File: config.mk
export PLATFORM = sky130hd
export DESIGN_NAME = stream_arbiter
export DESIGN_NICKNAME = d
export VERILOG_FILES = /design/src/rtl/stream_arbiter.sv
export SDC_FILE = /design/constraint.sdc
export NUM_CORES = 1
export LEC_CHECK = 0
export CAP_MARGIN = 15
export CORE_MARGIN = 2
export CORE_UTILIZATION = 35
export DETAILED_ROUTE_END_ITERATION = 6
export PLACE_DENSITY = 0.66
export SETUP_SLACK_MARGIN = 0.02
export SYNTH_ARGS = -nofsm -noshare
export SYNTH_HDL_FRONTEND = slang
export SYNTH_SLANG_ARGS = --single-unit
File: constraint.sdc
create_clock -name clk -period 6.6 [get_ports clk]
set_clock_uncertainty 0.05 [all_clocks]
set_input_delay 0.99 -clock clk [delete_from_list [all_inputs] [get_ports clk]]
set_output_delay 0.99 -clock clk [all_outputs]
set_load 0.005 [all_outputs]
File: src/rtl/stream_arbiter.sv
// Round-robin N-way valid/ready arbiter feeding one registered output beat.
// Define STREAM_ARBITER_LOCK_EN to add in_last and hold the grant for whole packets.
module stream_arbiter #(
   parameter int DW = 8,
   parameter int N  = 4
) (
   input  logic            clk,
   input  logic            rst,
   input  logic [N-1:0]    in_valid,
   output logic [N-1:0]    in_ready,
   input  logic [N*DW-1:0] in_data,
`ifdef STREAM_ARBITER_LOCK_EN
   input  logic [N-1:0]    in_last,
`endif
   output logic            out_valid,
   input  logic            out_ready,
   output logic [DW-1:0]   out_data,
   output logic [N-1:0]    out_sel
);

   localparam int PW = (N > 1) ? $clog2(N) : 1;
   localparam logic [PW-1:0] LAST_IDX = PW'(N - 1);

   logic [PW-1:0] ptr;
   logic [PW-1:0] grant_idx;
   logic [PW-1:0] next_ptr;
   logic [N-1:0]  grant;
   logic [DW-1:0] sel_data;
   logic          load;
   logic          any_grant;

`ifdef STREAM_ARBITER_LOCK_EN
   logic          locked;
   logic [PW-1:0] lock_idx;
`endif

   assign load      = !out_valid || out_ready;
   assign any_grant = |grant;
   // Reset masks in_ready so no requester sees a handshake that will be discarded.
   assign in_ready  = grant & {N{load && !rst}};
   assign next_ptr  = (grant_idx == LAST_IDX) ? '0 : grant_idx + 1'b1;

   always_comb begin
      grant     = '0;
      grant_idx = '0;
      for (int k = 0; k < N; k++) begin
         int idx;
         idx = int'(ptr) + k;
         if (idx >= N) idx = idx - N;
         if (!(|grant) && in_valid[idx]) begin
            grant[idx] = 1'b1;
            grant_idx  = PW'(idx);
         end
      end
`ifdef STREAM_ARBITER_LOCK_EN
      if (locked) begin
         grant     = '0;
         grant_idx = lock_idx;
         if (in_valid[lock_idx]) grant[lock_idx] = 1'b1;
      end
`endif
   end

   always_comb begin
      sel_data = '0;
      for (int i = 0; i < N; i++) begin
         sel_data = sel_data | ({DW{grant[i]}} & in_data[i*DW +: DW]);
      end
   end

   // Output stage: loads on an empty or draining register, holds on stall.
   always_ff @(posedge clk) begin
      if (rst) begin
         out_valid <= 1'b0;
         out_data  <= '0;
         out_sel   <= '0;
         ptr       <= '0;
`ifdef STREAM_ARBITER_LOCK_EN
         locked    <= 1'b0;
         lock_idx  <= '0;
`endif
      end else if (load) begin
         if (any_grant) begin
            out_valid <= 1'b1;
            out_data  <= sel_data;
            out_sel   <= grant;
`ifdef STREAM_ARBITER_LOCK_EN
            locked    <= !in_last[grant_idx];
            lock_idx  <= grant_idx;
            if (in_last[grant_idx]) ptr <= next_ptr;
`else
            ptr       <= next_ptr;
`endif
         end else begin
            out_valid <= 1'b0;
            out_sel   <= '0;
         end
      end
   end

endmodule

Word-level counts from Yosys, hierarchy flattened

Index checks and enable logic that the tools add are counted.

Add/sub/neg operators: 8
Multipliers: 0
Div/mod/pow operators: 0
Order comparisons: 12
Eq/ne operators: 1
Shifts and indexed selects: 0
Mux-type cells: 35
Bitwise logic cells: 11
Reductions and logical operators: 19

Operators with widths:

| cell                                                                                 | count |
|---|---|
| 32-bit by 1-bit greater-or-equal comparator with 1-bit output, second input constant | 4 |
| 32-bit by 4-bit less-than comparator with 1-bit output, second input constant        | 4 |
| 32-bit two-way mux                                                                   | 4 |
| 8-bit AND                                                                            | 4 |
| 8-bit bitwise OR                                                                     | 3 |
| 4-bit two-way mux                                                                    | 5 |
| 4-bit OR reduction                                                                   | 4 |
| 1-bit two-way mux                                                                    | 13 |
| 4-bit bitwise OR                                                                     | 3 |
| 3-bit by 3-bit subtractor with 4-bit output, second input constant                   | 3 |
| 2-bit two-way mux                                                                    | 5 |
| 3-bit greater-or-equal comparator, second input constant                             | 3 |
| 1-bit binary-select mux with 2-bit select                                            | 4 |
| 1-bit demux with 2-bit select                                                        | 4 |
| 1-bit logical AND                                                                    | 8 |
| 2-bit by 2-bit adder with 3-bit output, second input constant                        | 2 |
| 1-bit logical NOT                                                                    | 5 |
| 4-bit AND                                                                            | 1 |
| 2-bit by 3-bit subtractor with 4-bit output, second input constant                   | 1 |
| 2-bit by 1-bit adder with 3-bit output, second input constant                        | 1 |
| 2-bit by 3-bit greater-or-equal comparator with 1-bit output, second input constant  | 1 |
| 2-bit by 1-bit adder with 2-bit output, second input constant                        | 1 |
| 2-bit == test, second input constant                                                 | 1 |
| 2-bit AND reduction                                                                  | 1 |
| 1-bit logical OR                                                                     | 1 |

Register bits: 15
Bits in latches: 0
Memory bits (writable): 0
ROM bits: 0
Input bits: 39
Output and inout bits: 17
Logic and storage cells: 90
Memories kept: 0

Logic depth before layout (Yosys ltp)

Gate-level depths: netlist (run 1).

Depth in word-level cells: 23
Mapped depth: 12
Mapped depth without buffers: 10

Worst setup path before layout (run 1)

Ideal clock, no wire load.

Path type: input -> output
Start point: input port in_valid[3]
End point: output port in_ready[1]
Data arrival time: 2979 ps
Required time: 5560 ps
Path slack: 2581 ps
Stages: 6
Cells stage by stage: mux4_2 -> a21bo_4 -> o2111ai_2 -> nand4_4 -> o41ai_2 -> and3_2

Cells in the longest elaborated chain, start to end: 17
Elaborated cells on any way between the ends: 29

RTL lines:

| item                                                 | RTL line | text |
|---|---|---|
| from (decl)                                          | 9        | `input logic [N-1:0] in_valid,` |
| 1-bit binary-select mux with 2-bit select            | 50       | `if (!(\|grant) && in_valid[idx]) begin` |
| 1-bit two-way mux (not written as such) (2 in a row) | 50       |  |
| 4-bit two-way mux                                    | 50       |  |
| 4-bit OR reduction                                   | 50       |  |
| 1-bit logical NOT                                    | 50       |  |
| 1-bit logical AND                                    | 50       |  |
| 4-bit two-way mux                                    | 50       |  |
| 4-bit OR reduction                                   | 50       |  |
| 1-bit logical NOT                                    | 50       |  |
| 1-bit logical AND                                    | 50       |  |
| 4-bit two-way mux                                    | 50       |  |
| 4-bit OR reduction                                   | 50       |  |
| 1-bit logical NOT                                    | 50       |  |
| 1-bit logical AND                                    | 50       |  |
| 4-bit two-way mux *                                  | 50       |  |
| 4-bit AND *                                          | 40       | `assign in_ready = grant & {N{load && !rst}};` |
| to (decl)                                            | 10       | `output logic [N-1:0] in_ready,` |

Mark *: on every way between the ends. The rest lies on a longest branch, timed or not. The select of a mux whose other input is x is not followed.

Worst setup path after layout (run 1)

Start point: input port in_valid[3]
End point: output port in_ready[2]

The elaborated chain is that of the path after synthesis.

==> results of run 1 <==
-- synthesized netlist by cell type (all sizes together), types with 3 or more instances --
library cell and count:
o211ai 3, o211a 10, o31ai 4, nor3 6
nand2 6, dfxtp 15, inv 8, o2111ai 9
and3 3, nor2 9, buf 6, mux2i 4
mux4 3, a222oi 8, ha 8, a21oi 4
o21ai 14, a211oi 4
-- metrics by stage --
stage                     utilization [%]  total power [mW]  cells  worst slack [ns]
after floorplan                         -             0.829    153              2.58
after global routing                 51.6              1.23    255             0.897
after global placement               50.5              1.05    251              1.33
final                                51.6              1.14    255              1.19
after CTS                            51.6              1.14    255              1.22
after detailed placement             50.5              1.06    251              1.24
-- layout make-up --
class / count / share of cell area (%)
Multi-Input combinational cell: 121 / 52.1
Timing Repair Buffer: 57 / 27.0
Sequential cell: 15 / 14.3
Tap cell: 50 / 2.99
Clock buffer: 4 / 2.15
Inverter: 8 / 1.43
-- placed cells by master, fill, tap and decap left out, types with 2 or more instances in the layout --
master / netlist / routed
sky130_fd_sc_hd__a211oi_1: 3 / 3
sky130_fd_sc_hd__a21oi_1: 2 / 2
sky130_fd_sc_hd__a21oi_2: 2 / 2
sky130_fd_sc_hd__a222oi_1: 8 / 8
sky130_fd_sc_hd__a22oi_1: 2 / 2
sky130_fd_sc_hd__and3_2: 2 / 2
sky130_fd_sc_hd__buf_4: 2 / 2
sky130_fd_sc_hd__clkbuf_8: 0 / 3
sky130_fd_sc_hd__clkdlybuf4s50_1: 0 / 55
sky130_fd_sc_hd__dfxtp_1: 15 / 15
sky130_fd_sc_hd__ha_1: 8 / 8
sky130_fd_sc_hd__inv_1: 8 / 8
sky130_fd_sc_hd__mux2_2: 2 / 2
sky130_fd_sc_hd__mux2i_1: 4 / 4
sky130_fd_sc_hd__mux4_2: 3 / 3
sky130_fd_sc_hd__nand2_1: 5 / 5
sky130_fd_sc_hd__nor2_1: 9 / 9
sky130_fd_sc_hd__nor3_1: 6 / 6
sky130_fd_sc_hd__o2111ai_1: 8 / 8
sky130_fd_sc_hd__o211a_1: 9 / 9
sky130_fd_sc_hd__o211ai_1: 2 / 2
sky130_fd_sc_hd__o21ai_0: 12 / 12
sky130_fd_sc_hd__o31ai_1: 2 / 2
sky130_fd_sc_hd__o31ai_2: 2 / 2
-- worst paths after layout --
| check | start | endpoint | cells after the start |
|---|---|---|---|
| max | in_valid[3] | in_ready[2] | 9 |
| min | out_sel[3]$_SDFFE_PP0N_ | out_sel[3]$_SDFFE_PP0N_ | 2 |
| max reg2reg | ptr[0]$_SDFFE_PP0P_ | ptr[1]$_SDFFE_PP0P_ | 10 |
| min reg2reg | out_sel[3]$_SDFFE_PP0N_ | out_sel[3]$_SDFFE_PP0N_ | 2 |
-- report_power, final --
group	leakage, nW	total, mW	switching, mW	internal, mW
combinational	0.650	0.902	0.492	0.410
clock	0.0228	0.0727	0.0300	0.0427
sequential	0.125	0.170	0.0372	0.133
-- flip-flops by register name, indices dropped and copies added, names as in the netlist --
signal and cells:
ptr 2, out_sel 4, out_data 8, out_valid 1
-- metal layers --
| layer | vias to the layer above | share of wire [%] | global-route usage (%) |
|---|---|---|---|
| li1 | 731 | - | - |
| met1 | 758 | 46 | 23.3 |
| met2 | 39 | 49 | 31.1 |
| met3 | 5 | 4.1 | 2.76 |
| met4 | 0 | 1.0 | 4.58 |
| met5 | - | 0 | 0 |
-- kinds of logic after synthesis --
| logic type | count (synthesis) | synth area share [%] |
|---|---|---|
| AOI/OAI and AO/OA | 73 | 45.4 |
| xor gates and xnor gates | 1 | 0.587 |
| adders and majority gates | 8 | 6.71 |
| buffers and inverters | 17 | 6.79 |
| DFF | 15 | 20.1 |
| muxes | 9 | 8.72 |
| and+or+nand+nor | 30 | 11.7 |
-- critical path: cells and delay by family --
kind	cells	cell delay, ns
buffers and inverters	3	1.26
AO/OA/AOI/OAI	3	1.06
AND/OR/NAND/NOR	2	0.45
multiplexers	1	0.60
==> impl_metrics.prom, run 1 <==
# TYPE chip_impl_metric gauge
chip_impl_metric{name="syn_nets",unit=""} 200
chip_impl_metric{name="fin_area",unit="mm²"} 0.00209
chip_impl_metric{name="number_of_drc_violations_after_detailed_routing",unit=""} 0
chip_impl_info{name="ys.flop_type",value="sky130_fd_sc_hd__dfxtp_1"} 1
chip_impl_metric{name="cts_post_setup_buffers_inserted",unit=""} 0
chip_impl_metric{name="timing.max_slew.rel_slack",unit="%"} 49.9
chip_impl_metric{name="dp.final_hpwl",unit="mm"} 3.40
chip_impl_metric{name="global_route_wire_length_before_repair",unit="mm"} 7.18
chip_impl_metric{name="total_leakage_power",unit="nW"} 0.797
chip_impl_metric{name="irDropWorstVdd",unit="mV"} 0.294
chip_impl_metric{name="die-height",unit="µm"} 69.3
chip_impl_info{name="critical_path.endpoint_type",value="output port"} 1
chip_impl_metric{name="clkSlewWorstSetupHoldPaths",unit="ns"} 0.06
chip_impl_metric{name="detail_route.first_pass.iterations",unit=""} 4
chip_impl_info{name="cts_tree",value="done"} 1
chip_impl_metric{name="gpl.final_weighted_congestion",unit=""} 0.795
chip_impl_metric{name="cts_sinks",unit=""} 15
chip_impl_metric{name="register_area",unit="µm²"} 300
chip_impl_info{name="cp_common_cell",value="sky130_fd_sc_hd__clkdlybuf4s50_1"} 1
chip_impl_metric{name="worst-slew-pin-transition",unit="ns"} 0.752
chip_impl_metric{name="timing.critical_path.arrival",unit="ns"} 4.37
chip_impl_metric{name="cap_violations",unit=""} 0
chip_impl_metric{name="antenna_cells",unit=""} 0
chip_impl_metric{name="ratio_of_cells_with_drive_above_1_in_the_final_layout",unit="%"} 15.6
chip_impl_metric{name="port_buffers",unit=""} 55
chip_impl_metric{name="post-route-min-period",unit="ns"} 5.41
chip_impl_metric{name="core-area",unit="mm²"} 0.00406
chip_impl_metric{name="critPathMaxFanout",unit=""} 19
chip_impl_metric{name="slew_violations",unit=""} 0
chip_impl_metric{name="power_density_over_cell_area",unit="mW/mm²"} 547
chip_impl_metric{name="cts-root-to-sink-buffers",unit=""} 2
chip_impl_metric{name="setup.reg_to_reg.worst_slack",unit="ns"} 2.59
chip_impl_metric{name="yosysWarningCount",unit=""} 0
chip_impl_metric{name="antenna_violations_before_repair",unit=""} 0
chip_impl_info{name="cts.root.buffer_cell",value="sky130_fd_sc_hd__clkbuf_8"} 1
chip_impl_info{name="timing.critical_path.cells",value="clkdlybuf4s50_1, mux4_2, a21bo_4, o2111ai_2, nand4_4, o21bai_2, inv_1, nor3_1, clkdlybuf4s50_1"} 1
chip_impl_info{name="post-synth-top-area-cell",value="sky130_fd_sc_hd__dfxtp_1"} 1
chip_impl_metric{name="placement.cell_area",unit="mm²"} 0.00205
chip_impl_metric{name="netlist-cell-type-count",unit=""} 56
chip_impl_metric{name="synth.cell_area",unit="mm²"} 0.00149
chip_impl_metric{name="clock_insertion_delay_worst_skew",unit="ns"} 0.24
chip_impl_info{name="crit_type",value="input pin to output port"} 1
chip_impl_metric{name="first_global_vias",unit=""} 1495
chip_impl_metric{name="layout_worst_path_cycle_share",unit="%"} 82.0
chip_impl_metric{name="synth.yosys.seq_area_share",unit="%"} 20.1
chip_impl_metric{name="die_w",unit="µm"} 69.3
chip_impl_metric{name="syn_inst",unit=""} 153
chip_impl_metric{name="multiInputGateArea",unit="mm²"} 0.00109
chip_impl_metric{name="cts-resized-gates",unit=""} 0
chip_impl_metric{name="routed_wl",unit="mm"} 4.44
chip_impl_metric{name="critical_path.max_stage_delay",unit="ns"} 0.66
chip_impl_metric{name="initial_core_util",unit="%"} 36.8
chip_impl_metric{name="overall_routing_resource_usage",unit="%"} 18.0
chip_impl_metric{name="route.detailed.wl_per_inst",unit="µm"} 17.4
chip_impl_metric{name="area_delta_synth_final",unit="%"} 40.4
chip_impl_metric{name="synth_top_area_share",unit="%"} 20.1
chip_impl_metric{name="io-pin-count",unit=""} 56
chip_impl_metric{name="synth_async_sr_flop_share",unit="%"} 0
chip_impl_info{name="startpoint_type",value="input pin"} 1
chip_impl_metric{name="critical_path_required",unit="ns"} 5.56
chip_impl_metric{name="num-fill-cells",unit=""} 367
chip_impl_info{name="setup_repair_after_global_routing_missed_its_margin",value="false"} 1
chip_impl_metric{name="totalNegativeSetupSlack",unit="ns"} 0
chip_impl_metric{name="ctsHtreeMaxLevel",unit=""} 1
chip_impl_metric{name="postSynthRegisterBits",unit=""} 15
chip_impl_info{name="cp_slowest_cell",value="sky130_fd_sc_hd__o21bai_2"} 1
chip_impl_metric{name="std_cell_rows",unit=""} 23
chip_impl_metric{name="route.detailed.vias_per_inst",unit=""} 6.01
chip_impl_metric{name="nets",unit=""} 253
chip_impl_metric{name="final_antenna_net_count",unit=""} 0
chip_impl_metric{name="setup_viol_count_final",unit=""} 0
chip_impl_info{name="netlist_top_cells_area",value="sky130_fd_sc_hd__dfxtp_1, sky130_fd_sc_hd__ha_1, sky130_fd_sc_hd__o211a_1"} 1
chip_impl_metric{name="worst_hold_slack",unit="ns"} 0.454
chip_impl_info{name="hold_path.class",value="register to register"} 1
chip_impl_metric{name="ctsHoldBuffers",unit=""} 0
chip_impl_metric{name="grt-ovfl-total",unit=""} 0
chip_impl_info{name="result_of_the_run",value="completed"} 1
chip_impl_metric{name="postSynthAreaPerCell",unit="µm²"} 9.75
chip_impl_metric{name="fmax",unit="GHz"} 0.185
chip_impl_metric{name="synth_enable_flop_cells",unit=""} 0
chip_impl_metric{name="detailedRoute.firstIterationViolations",unit=""} 114
chip_impl_metric{name="finalHoldViolations",unit=""} 0
chip_impl_metric{name="die-area",unit="mm²"} 0.00480
chip_impl_metric{name="grt_max_degree",unit=""} 20
chip_impl_metric{name="via_count",unit=""} 1533
chip_impl_metric{name="tritoncts.num_buffers",unit=""} 3
Note: power is estimated with default switching activity, not from simulation.
==> inputs of run 2 (changes only) <==
clock period = 5.4 ns   (was 6.6 ns; I/O delays follow)
==> impl_metrics.prom, run 2 (synthesized netlist as in run 1, its figures left out) <==
# TYPE chip_impl_metric gauge
chip_impl_info{name="result_of_the_run",value="completed"} 1
chip_impl_metric{name="ctsHoldBuffers",unit=""} 0
chip_impl_metric{name="num-fill-cells",unit=""} 359
chip_impl_metric{name="setup_viol_count_final",unit=""} 0
chip_impl_info{name="cts.root.buffer_cell",value="sky130_fd_sc_hd__clkbuf_8"} 1
chip_impl_metric{name="critPathMaxFanout",unit=""} 12
chip_impl_info{name="critical_path.endpoint_type",value="output port"} 1
chip_impl_metric{name="ctsHtreeMaxLevel",unit=""} 1
chip_impl_info{name="cp_slowest_cell",value="sky130_fd_sc_hd__nor4_2"} 1
chip_impl_metric{name="number_of_drc_violations_after_detailed_routing",unit=""} 0
chip_impl_metric{name="routed_wl",unit="mm"} 4.41
chip_impl_metric{name="worstPathBufferInverterCount",unit=""} 2
chip_impl_metric{name="nets",unit=""} 254
chip_impl_metric{name="via_count",unit=""} 1557
chip_impl_metric{name="clock_insertion_delay_worst_skew",unit="ns"} 0.24
chip_impl_metric{name="critical_path.max_stage_delay",unit="ns"} 0.69
chip_impl_info{name="timing.critical_path.cells",value="inv_1, ha_1, or4_1, a21bo_4, o2111ai_2, nand4_4, nor4_2, nor2_1, nor3_1, clkdlybuf4s50_1"} 1
chip_impl_info{name="hold_start",value="out_sel[3]$_SDFFE_PP0N_"} 1
chip_impl_metric{name="antenna_cells",unit=""} 0
chip_impl_info{name="startpoint_type",value="register"} 1
chip_impl_metric{name="route.detailed.wl_per_inst",unit="µm"} 17.2
chip_impl_metric{name="critical_path_required",unit="ns"} 4.54
chip_impl_info{name="crit_type",value="register to output port"} 1
chip_impl_metric{name="final_antenna_net_count",unit=""} 0
chip_impl_metric{name="post-route-min-period",unit="ns"} 5.00
chip_impl_metric{name="area_delta_synth_final",unit="%"} 40.9
chip_impl_info{name="cts_tree",value="done"} 1
chip_impl_metric{name="finalHoldViolations",unit=""} 0
chip_impl_metric{name="setup.reg_to_reg.worst_slack",unit="ns"} 1.72
chip_impl_metric{name="totalNegativeSetupSlack",unit="ns"} 0
chip_impl_metric{name="clkSlewWorstSetupHoldPaths",unit="ns"} 0.06
chip_impl_metric{name="grt_max_degree",unit=""} 20
chip_impl_metric{name="total_leakage_power",unit="nW"} 0.802
chip_impl_info{name="top_register",value="out_data"} 1
chip_impl_info{name="setup_repair_after_global_routing_missed_its_margin",value="false"} 1
chip_impl_metric{name="port_buffers",unit=""} 55
chip_impl_metric{name="detailedRoute.firstIterationViolations",unit=""} 109
chip_impl_metric{name="antenna_violations_before_repair",unit=""} 0
chip_impl_metric{name="dp.final_hpwl",unit="mm"} 3.42
chip_impl_metric{name="cts_sinks",unit=""} 15
chip_impl_metric{name="gpl.final_weighted_congestion",unit=""} 0.889
chip_impl_info{name="top_regs",value="out_data (8), out_sel (4), ptr (2)"} 1
chip_impl_info{name="r2r_end",value="out_data[3]$_SDFFE_PP0P_"} 1
chip_impl_metric{name="die-area",unit="mm²"} 0.00480
chip_impl_metric{name="layout_worst_path_cycle_share",unit="%"} 92.6
chip_impl_info{name="hold_path.class",value="register to register"} 1
chip_impl_metric{name="cts-resized-gates",unit=""} 0
chip_impl_metric{name="worst_hold_slack",unit="ns"} 0.451
chip_impl_metric{name="tritoncts.num_buffers",unit=""} 3
chip_impl_info{name="path_delay_family",value="simple AND/OR/NAND/NOR gates"} 1
chip_impl_info{name="final_common_cell",value="sky130_fd_sc_hd__clkdlybuf4s50_1"} 1
chip_impl_metric{name="power_density_over_cell_area",unit="mW/mm²"} 667
chip_impl_metric{name="timing.max_slew.rel_slack",unit="%"} 48.8
chip_impl_metric{name="overall_routing_resource_usage",unit="%"} 18.0
chip_impl_metric{name="worst-r2r-cell-count",unit=""} 10
chip_impl_metric{name="die_w",unit="µm"} 69.3
chip_impl_metric{name="slew_violations",unit=""} 0
chip_impl_metric{name="io-pin-count",unit=""} 56
chip_impl_info{name="final_cell_mix",value="sky130_fd_sc_hd__clkdlybuf4s50_1, sky130_fd_sc_hd__dfxtp_1, sky130_fd_sc_hd__o21ai_0, sky130_fd_sc_hd__o211a_1, sky130_fd_sc_hd__nor2_1"} 1
chip_impl_metric{name="number_of_flip_flops_under_the_largest_register_name",unit=""} 8
chip_impl_metric{name="hold_depth",unit=""} 2
chip_impl_metric{name="std_cell_rows",unit=""} 23
chip_impl_metric{name="ratio_of_cells_with_drive_above_1_in_the_final_layout",unit="%"} 16.0
chip_impl_metric{name="grt-ovfl-total",unit=""} 0
chip_impl_metric{name="fmax",unit="GHz"} 0.200
chip_impl_info{name="worstHoldEndpoint",value="out_sel[3]$_SDFFE_PP0N_"} 1
chip_impl_metric{name="core-area",unit="mm²"} 0.00406
chip_impl_metric{name="cts-root-to-sink-buffers",unit=""} 2
chip_impl_metric{name="initial_core_util",unit="%"} 36.8
chip_impl_metric{name="first_global_vias",unit=""} 1559
chip_impl_metric{name="detail_route.first_pass.iterations",unit=""} 6
chip_impl_metric{name="timing.critical_path.arrival",unit="ns"} 4.14
chip_impl_metric{name="global_route_wire_length_before_repair",unit="mm"} 7.24
chip_impl_metric{name="route.detailed.vias_per_inst",unit=""} 6.08
chip_impl_metric{name="final_total_pwr",unit="mW"} 1.40
chip_impl_info{name="rr_startpoint",value="ptr[1]$_SDFFE_PP0P_"} 1
chip_impl_metric{name="worst-slew-pin-transition",unit="ns"} 0.762
chip_impl_metric{name="cts_post_setup_buffers_inserted",unit=""} 0
chip_impl_metric{name="irDropWorstVdd",unit="mV"} 0.300
chip_impl_metric{name="cap_violations",unit=""} 0
chip_impl_metric{name="die-height",unit="µm"} 69.3
[run 2: cell types whose count changed in the layout (fill, tap and decap cells not counted)]
cell,before,now
sky130_fd_sc_hd__buf_4,2,3
[run 2: cell type report]
| type | instances | area, µm² | area share (%) |
|---|---|---|---|
| Clock buffer | 4 | 45.0 | 2.14 |
| Tap cell | 50 | 62.6 | 2.98 |
| Multi-Input combinational cell | 121 | 1090 | 51.9 |
| Inverter | 8 | 30.0 | 1.43 |
| Sequential cell | 15 | 300 | 14.3 |
| Timing Repair Buffer | 58 | 573 | 27.3 |
[run 2: how the worst max path moves through the flow]
stage | startpoint | end | slack, ns | cells after the start
after global routing | ptr[0]$_SDFFE_PP0P_ | in_ready[0] | 0.16 | 10
after floorplan | ptr[1]$_SDFFE_PP0P_ | in_ready[1] | 1.68 | 9
after global placement | in_valid[3] | in_ready[0] | 0.65 | 9
after detailed placement | in_valid[3] | in_ready[0] | 0.57 | 9
final | ptr[1]$_SDFFE_PP0P_ | in_ready[0] | 0.40 | 10
after CTS | ptr[1]$_SDFFE_PP0P_ | in_ready[0] | 0.45 | 10
[run 2: tightest hold or removal path: cells and delay by family, from the launching register on]
kind	cells	cell delay (ns)
and+or+nand+nor	2	0.14
DFF	1	0.31
[run 2: through the flow]
step / worst slack, ns / instance area (µm²) / utilization [%] / std cells
after floorplan: 1.68 / 1490 / - / 153
after global placement: 0.651 / 2060 / 50.7 / 252
after detailed placement: 0.570 / 2060 / 50.7 / 252
after CTS: 0.455 / 2100 / 51.8 / 256
after global routing: 0.162 / 2100 / 51.8 / 256
final: 0.402 / 2100 / 51.8 / 256
[run 2: per-layer routing]
metal | vias up | part of all wire, % | global-route usage, %
met5 | - | 0 | 0
met4 | 0 | 1.2 | 6.32
met3 | 5 | 4.6 | 1.89
met2 | 54 | 49 | 31.9
met1 | 757 | 45 | 22.5
li1 | 741 | - | -
[run 2: power breakdown]
group / internal, mW / total [mW] / leakage [nW] / switching [mW]
clock: 0.0523 / 0.0930 / 0.0228 / 0.0407
sequential: 0.162 / 0.209 / 0.125 / 0.0464
combinational: 0.509 / 1.10 / 0.655 / 0.591
total: 0.723 / 1.40 / 0.802 / 0.678
==> inputs of run 3 (changes only) <==
ABC_AREA = 1   (was unset)
PLACE_DENSITY = unset   (was 0.66)
==> impl_metrics.prom, run 3 <==
# TYPE chip_impl_metric gauge
chip_impl_metric{name="power_density_over_cell_area",unit="mW/mm²"} 751
chip_impl_metric{name="total_leakage_power",unit="nW"} 1.10
chip_impl_info{name="cp_slowest_cell",value="sky130_fd_sc_hd__dfxtp_1"} 1
chip_impl_metric{name="route.detailed.wl_per_inst",unit="µm"} 10.3
chip_impl_metric{name="gpl.final_weighted_congestion",unit=""} 0.800
chip_impl_info{name="setup_repair_after_global_routing_missed_its_margin",value="false"} 1
chip_impl_metric{name="worstPathBufferInverterCount",unit=""} 3
chip_impl_metric{name="detail_route.first_pass.iterations",unit=""} 4
chip_impl_metric{name="fmax",unit="GHz"} 0.236
chip_impl_metric{name="first_global_vias",unit=""} 1454
chip_impl_metric{name="timing.critical_path.arrival",unit="ns"} 3.38
chip_impl_metric{name="cts_sinks",unit=""} 15
chip_impl_metric{name="final_antenna_net_count",unit=""} 0
chip_impl_metric{name="routed_wl",unit="mm"} 3.79
chip_impl_metric{name="number_of_flip_flops_under_the_largest_register_name",unit=""} 8
chip_impl_info{name="cp_common_cell",value="sky130_fd_sc_hd__nand3_1"} 1
chip_impl_metric{name="core-area",unit="mm²"} 0.00435
chip_impl_metric{name="dpl.cell_count",unit=""} 362
chip_impl_info{name="netlist_top_cells_area",value="sky130_fd_sc_hd__nand2_1, sky130_fd_sc_hd__dfxtp_1, sky130_fd_sc_hd__inv_1"} 1
chip_impl_metric{name="clkSlewWorstSetupHoldPaths",unit="ns"} 0.06
chip_impl_metric{name="critical_path_required",unit="ns"} 4.54
chip_impl_metric{name="std_cell_rows",unit=""} 24
chip_impl_metric{name="cts-root-to-sink-buffers",unit=""} 2
chip_impl_info{name="crit_type",value="register to output port"} 1
chip_impl_metric{name="tritoncts.num_buffers",unit=""} 3
chip_impl_metric{name="via_count",unit=""} 1618
chip_impl_metric{name="synth.cell_area",unit="mm²"} 0.00158
chip_impl_metric{name="postSynthRegisterBits",unit=""} 15
chip_impl_metric{name="register_area",unit="µm²"} 300
chip_impl_metric{name="overall_routing_resource_usage",unit="%"} 15.7
chip_impl_metric{name="route.detailed.vias_per_inst",unit=""} 4.42
chip_impl_info{name="hold_path.class",value="register to register"} 1
chip_impl_metric{name="synth_top_area_share",unit="%"} 23.8
chip_impl_metric{name="nets",unit=""} 362
chip_impl_info{name="cp-startpoint",value="ptr[0]$_SDFFE_PP0P_"} 1
chip_impl_info{name="ys.flop_type",value="sky130_fd_sc_hd__dfxtp_1"} 1
chip_impl_info{name="cts_tree",value="done"} 1
chip_impl_metric{name="num-fill-cells",unit=""} 452
chip_impl_metric{name="grt_max_degree",unit=""} 19
chip_impl_metric{name="syn_nets",unit=""} 305
chip_impl_metric{name="layout_worst_path_cycle_share",unit="%"} 78.5
chip_impl_info{name="cts.root.buffer_cell",value="sky130_fd_sc_hd__clkbuf_8"} 1
chip_impl_metric{name="initial_core_util",unit="%"} 36.2
chip_impl_metric{name="ratio_of_cells_with_drive_above_1_in_the_final_layout",unit="%"} 14.3
chip_impl_metric{name="multiInputGateArea",unit="mm²"} 0.00106
chip_impl_metric{name="cap_violations",unit=""} 0
chip_impl_metric{name="detailedRoute.firstIterationViolations",unit=""} 53
chip_impl_metric{name="totalNegativeSetupSlack",unit="ns"} 0
chip_impl_info{name="final_cell_mix",value="sky130_fd_sc_hd__nand2_1, sky130_fd_sc_hd__clkdlybuf4s50_1, sky130_fd_sc_hd__inv_1, sky130_fd_sc_hd__nand3_1, sky130_fd_sc_hd__dfxtp_1"} 1
chip_impl_metric{name="global_route_wire_length_before_repair",unit="mm"} 6.45
chip_impl_info{name="post-synth-top-area-cell",value="sky130_fd_sc_hd__nand2_1"} 1
chip_impl_metric{name="syn_inst",unit=""} 258
chip_impl_info{name="critical_path.endpoint_type",value="output port"} 1
chip_impl_metric{name="io-pin-count",unit=""} 56
chip_impl_metric{name="dp.final_hpwl",unit="mm"} 2.94
chip_impl_info{name="top_regs",value="out_data (8), out_sel (4), ptr (2)"} 1
chip_impl_metric{name="worst-slew-pin-transition",unit="ns"} 0.593
chip_impl_info{name="synth_commonest_cells",value="sky130_fd_sc_hd__nand2_1, sky130_fd_sc_hd__inv_1, sky130_fd_sc_hd__nand3_1"} 1
chip_impl_metric{name="die-area",unit="mm²"} 0.00505
chip_impl_metric{name="area_delta_synth_final",unit="%"} 39.5
chip_impl_info{name="startpoint_type",value="register"} 1
chip_impl_metric{name="antenna_cells",unit=""} 0
chip_impl_info{name="top_register",value="out_data"} 1
chip_impl_metric{name="cts_post_setup_buffers_inserted",unit=""} 0
chip_impl_metric{name="die_w",unit="µm"} 71.1
chip_impl_info{name="path_delay_family",value="simple AND/OR/NAND/NOR gates"} 1
chip_impl_metric{name="postSynthAreaPerCell",unit="µm²"} 6.11
chip_impl_info{name="post-synth-top-count-cell",value="sky130_fd_sc_hd__nand2_1"} 1
chip_impl_metric{name="irDropWorstVdd",unit="mV"} 0.285
chip_impl_metric{name="netlist-cell-type-count",unit=""} 26
chip_impl_metric{name="port_buffers",unit=""} 55
chip_impl_metric{name="clock_insertion_delay_worst_skew",unit="ns"} 0.25
chip_impl_metric{name="synth.yosys.seq_area_share",unit="%"} 19.1
chip_impl_metric{name="die-height",unit="µm"} 71.1
chip_impl_info{name="result_of_the_run",value="completed"} 1
chip_impl_metric{name="yosysWarningCount",unit=""} 0
chip_impl_info{name="rr_startpoint",value="ptr[0]$_SDFFE_PP0P_"} 1
chip_impl_metric{name="number_of_drc_violations_after_detailed_routing",unit=""} 0
chip_impl_metric{name="grt-ovfl-total",unit=""} 0
chip_impl_metric{name="critPathMaxFanout",unit=""} 12
chip_impl_metric{name="synth_enable_flop_cells",unit=""} 0
chip_impl_info{name="timing.critical_path.cells",value="inv_8, ha_1, inv_1, nand3_1, o21ai_1, a21oi_4, nand3_1, nand2_2, nor2_1, nand3b_1, nand2_1, nor2_2, nand3_1, a21oi_1, clkdlybuf4s50_1"} 1
chip_impl_info{name="final_common_cell",value="sky130_fd_sc_hd__nand2_1"} 1
chip_impl_info{name="hold_start",value="out_sel[1]$_SDFFE_PP0N_"} 1
chip_impl_metric{name="setup_viol_count_final",unit=""} 0
chip_impl_metric{name="critical_path.max_stage_delay",unit="ns"} 0.69
chip_impl_metric{name="cts-resized-gates",unit=""} 0
chip_impl_metric{name="finalHoldViolations",unit=""} 0
chip_impl_metric{name="slew_violations",unit=""} 0
chip_impl_metric{name="ctsHtreeMaxLevel",unit=""} 1
chip_impl_metric{name="final_total_pwr",unit="mW"} 1.65
chip_impl_metric{name="timing.max_slew.rel_slack",unit="%"} 60.4
chip_impl_metric{name="antenna_violations_before_repair",unit=""} 0
chip_impl_metric{name="post-route-min-period",unit="ns"} 4.24
chip_impl_metric{name="synth_async_sr_flop_share",unit="%"} 0
chip_impl_metric{name="ctsHoldBuffers",unit=""} 0
chip_impl_metric{name="final_cells",unit=""} 366
run 3: worst paths after layout:
| kind | to | slack [ns] | cells after the start |
|---|---|---|---|
| worst min-delay path | out_sel[1]$_SDFFE_PP0N_ | 0.44 | 1 |
| worst max register to register | out_data[1]$_SDFFE_PP0P_ | 2.22 | 20 |
| worst min register to register | out_sel[1]$_SDFFE_PP0N_ | 0.44 | 1 |
| worst max-delay path | in_ready[3] | 1.16 | 15 |
run 3: cell families after synthesis:
logic type	after synthesis	synth area share [%]
and+or+nand+nor	166	51.4
DFF	15	19.1
adders and majority gates	8	6.35
AOI/OAI and AO/OA	20	9.29
buffers and inverters	49	13.9
run 3: metrics by stage:
step / hold WS [ns] / worst slack, ns / util [%] / cell area (µm²)
CTS: 0.440 / 1.16 / 50.5 / 2200
finish: 0.440 / 1.16 / 50.5 / 2200
detailed placement: 0.426 / 1.25 / 49.4 / 2150
global route: 0.463 / 0.804 / 50.5 / 2200
floorplan: 0.435 / 2.35 / - / 1580
global placement: 0.418 / 1.28 / 49.4 / 2150
run 3: per-layer routing:
metal / global-route usage (%) / wire length, µm / vias to the layer above
li1: - / - / 891
met1: 20.5 / 1850 / 695
met2: 27.0 / 1780 / 30
met3: 2.85 / 127 / 2
met4: 3.14 / 21 / 0
met5: 0 / 0 / -
run 3: worst reg2reg max path: cells and delay by family, from the launching register on:
family | cells | cell delay, ns
simple gates | 15 | 1.55
flops | 1 | 0.69
fa+ha+maj | 1 | 0.39
compound gates | 2 | 0.26
buf+inv | 2 | 0.17
run 3: power by group:
group          switching (mW)  internal (mW)
registers              0.0388          0.160
logic                   0.833          0.527
clock network          0.0394         0.0523
total                   0.911          0.739
run 3: area by class of cell:
| class | instances | area share (%) |
|---|---|---|
| Sequential cell | 15 | 13.7 |
| Multi-Input combinational cell | 194 | 48.1 |
| Inverter | 46 | 8.20 |
| Clock buffer | 4 | 2.05 |
| Tap cell | 52 | 2.96 |
| Timing Repair Buffer | 55 | 25.1 |
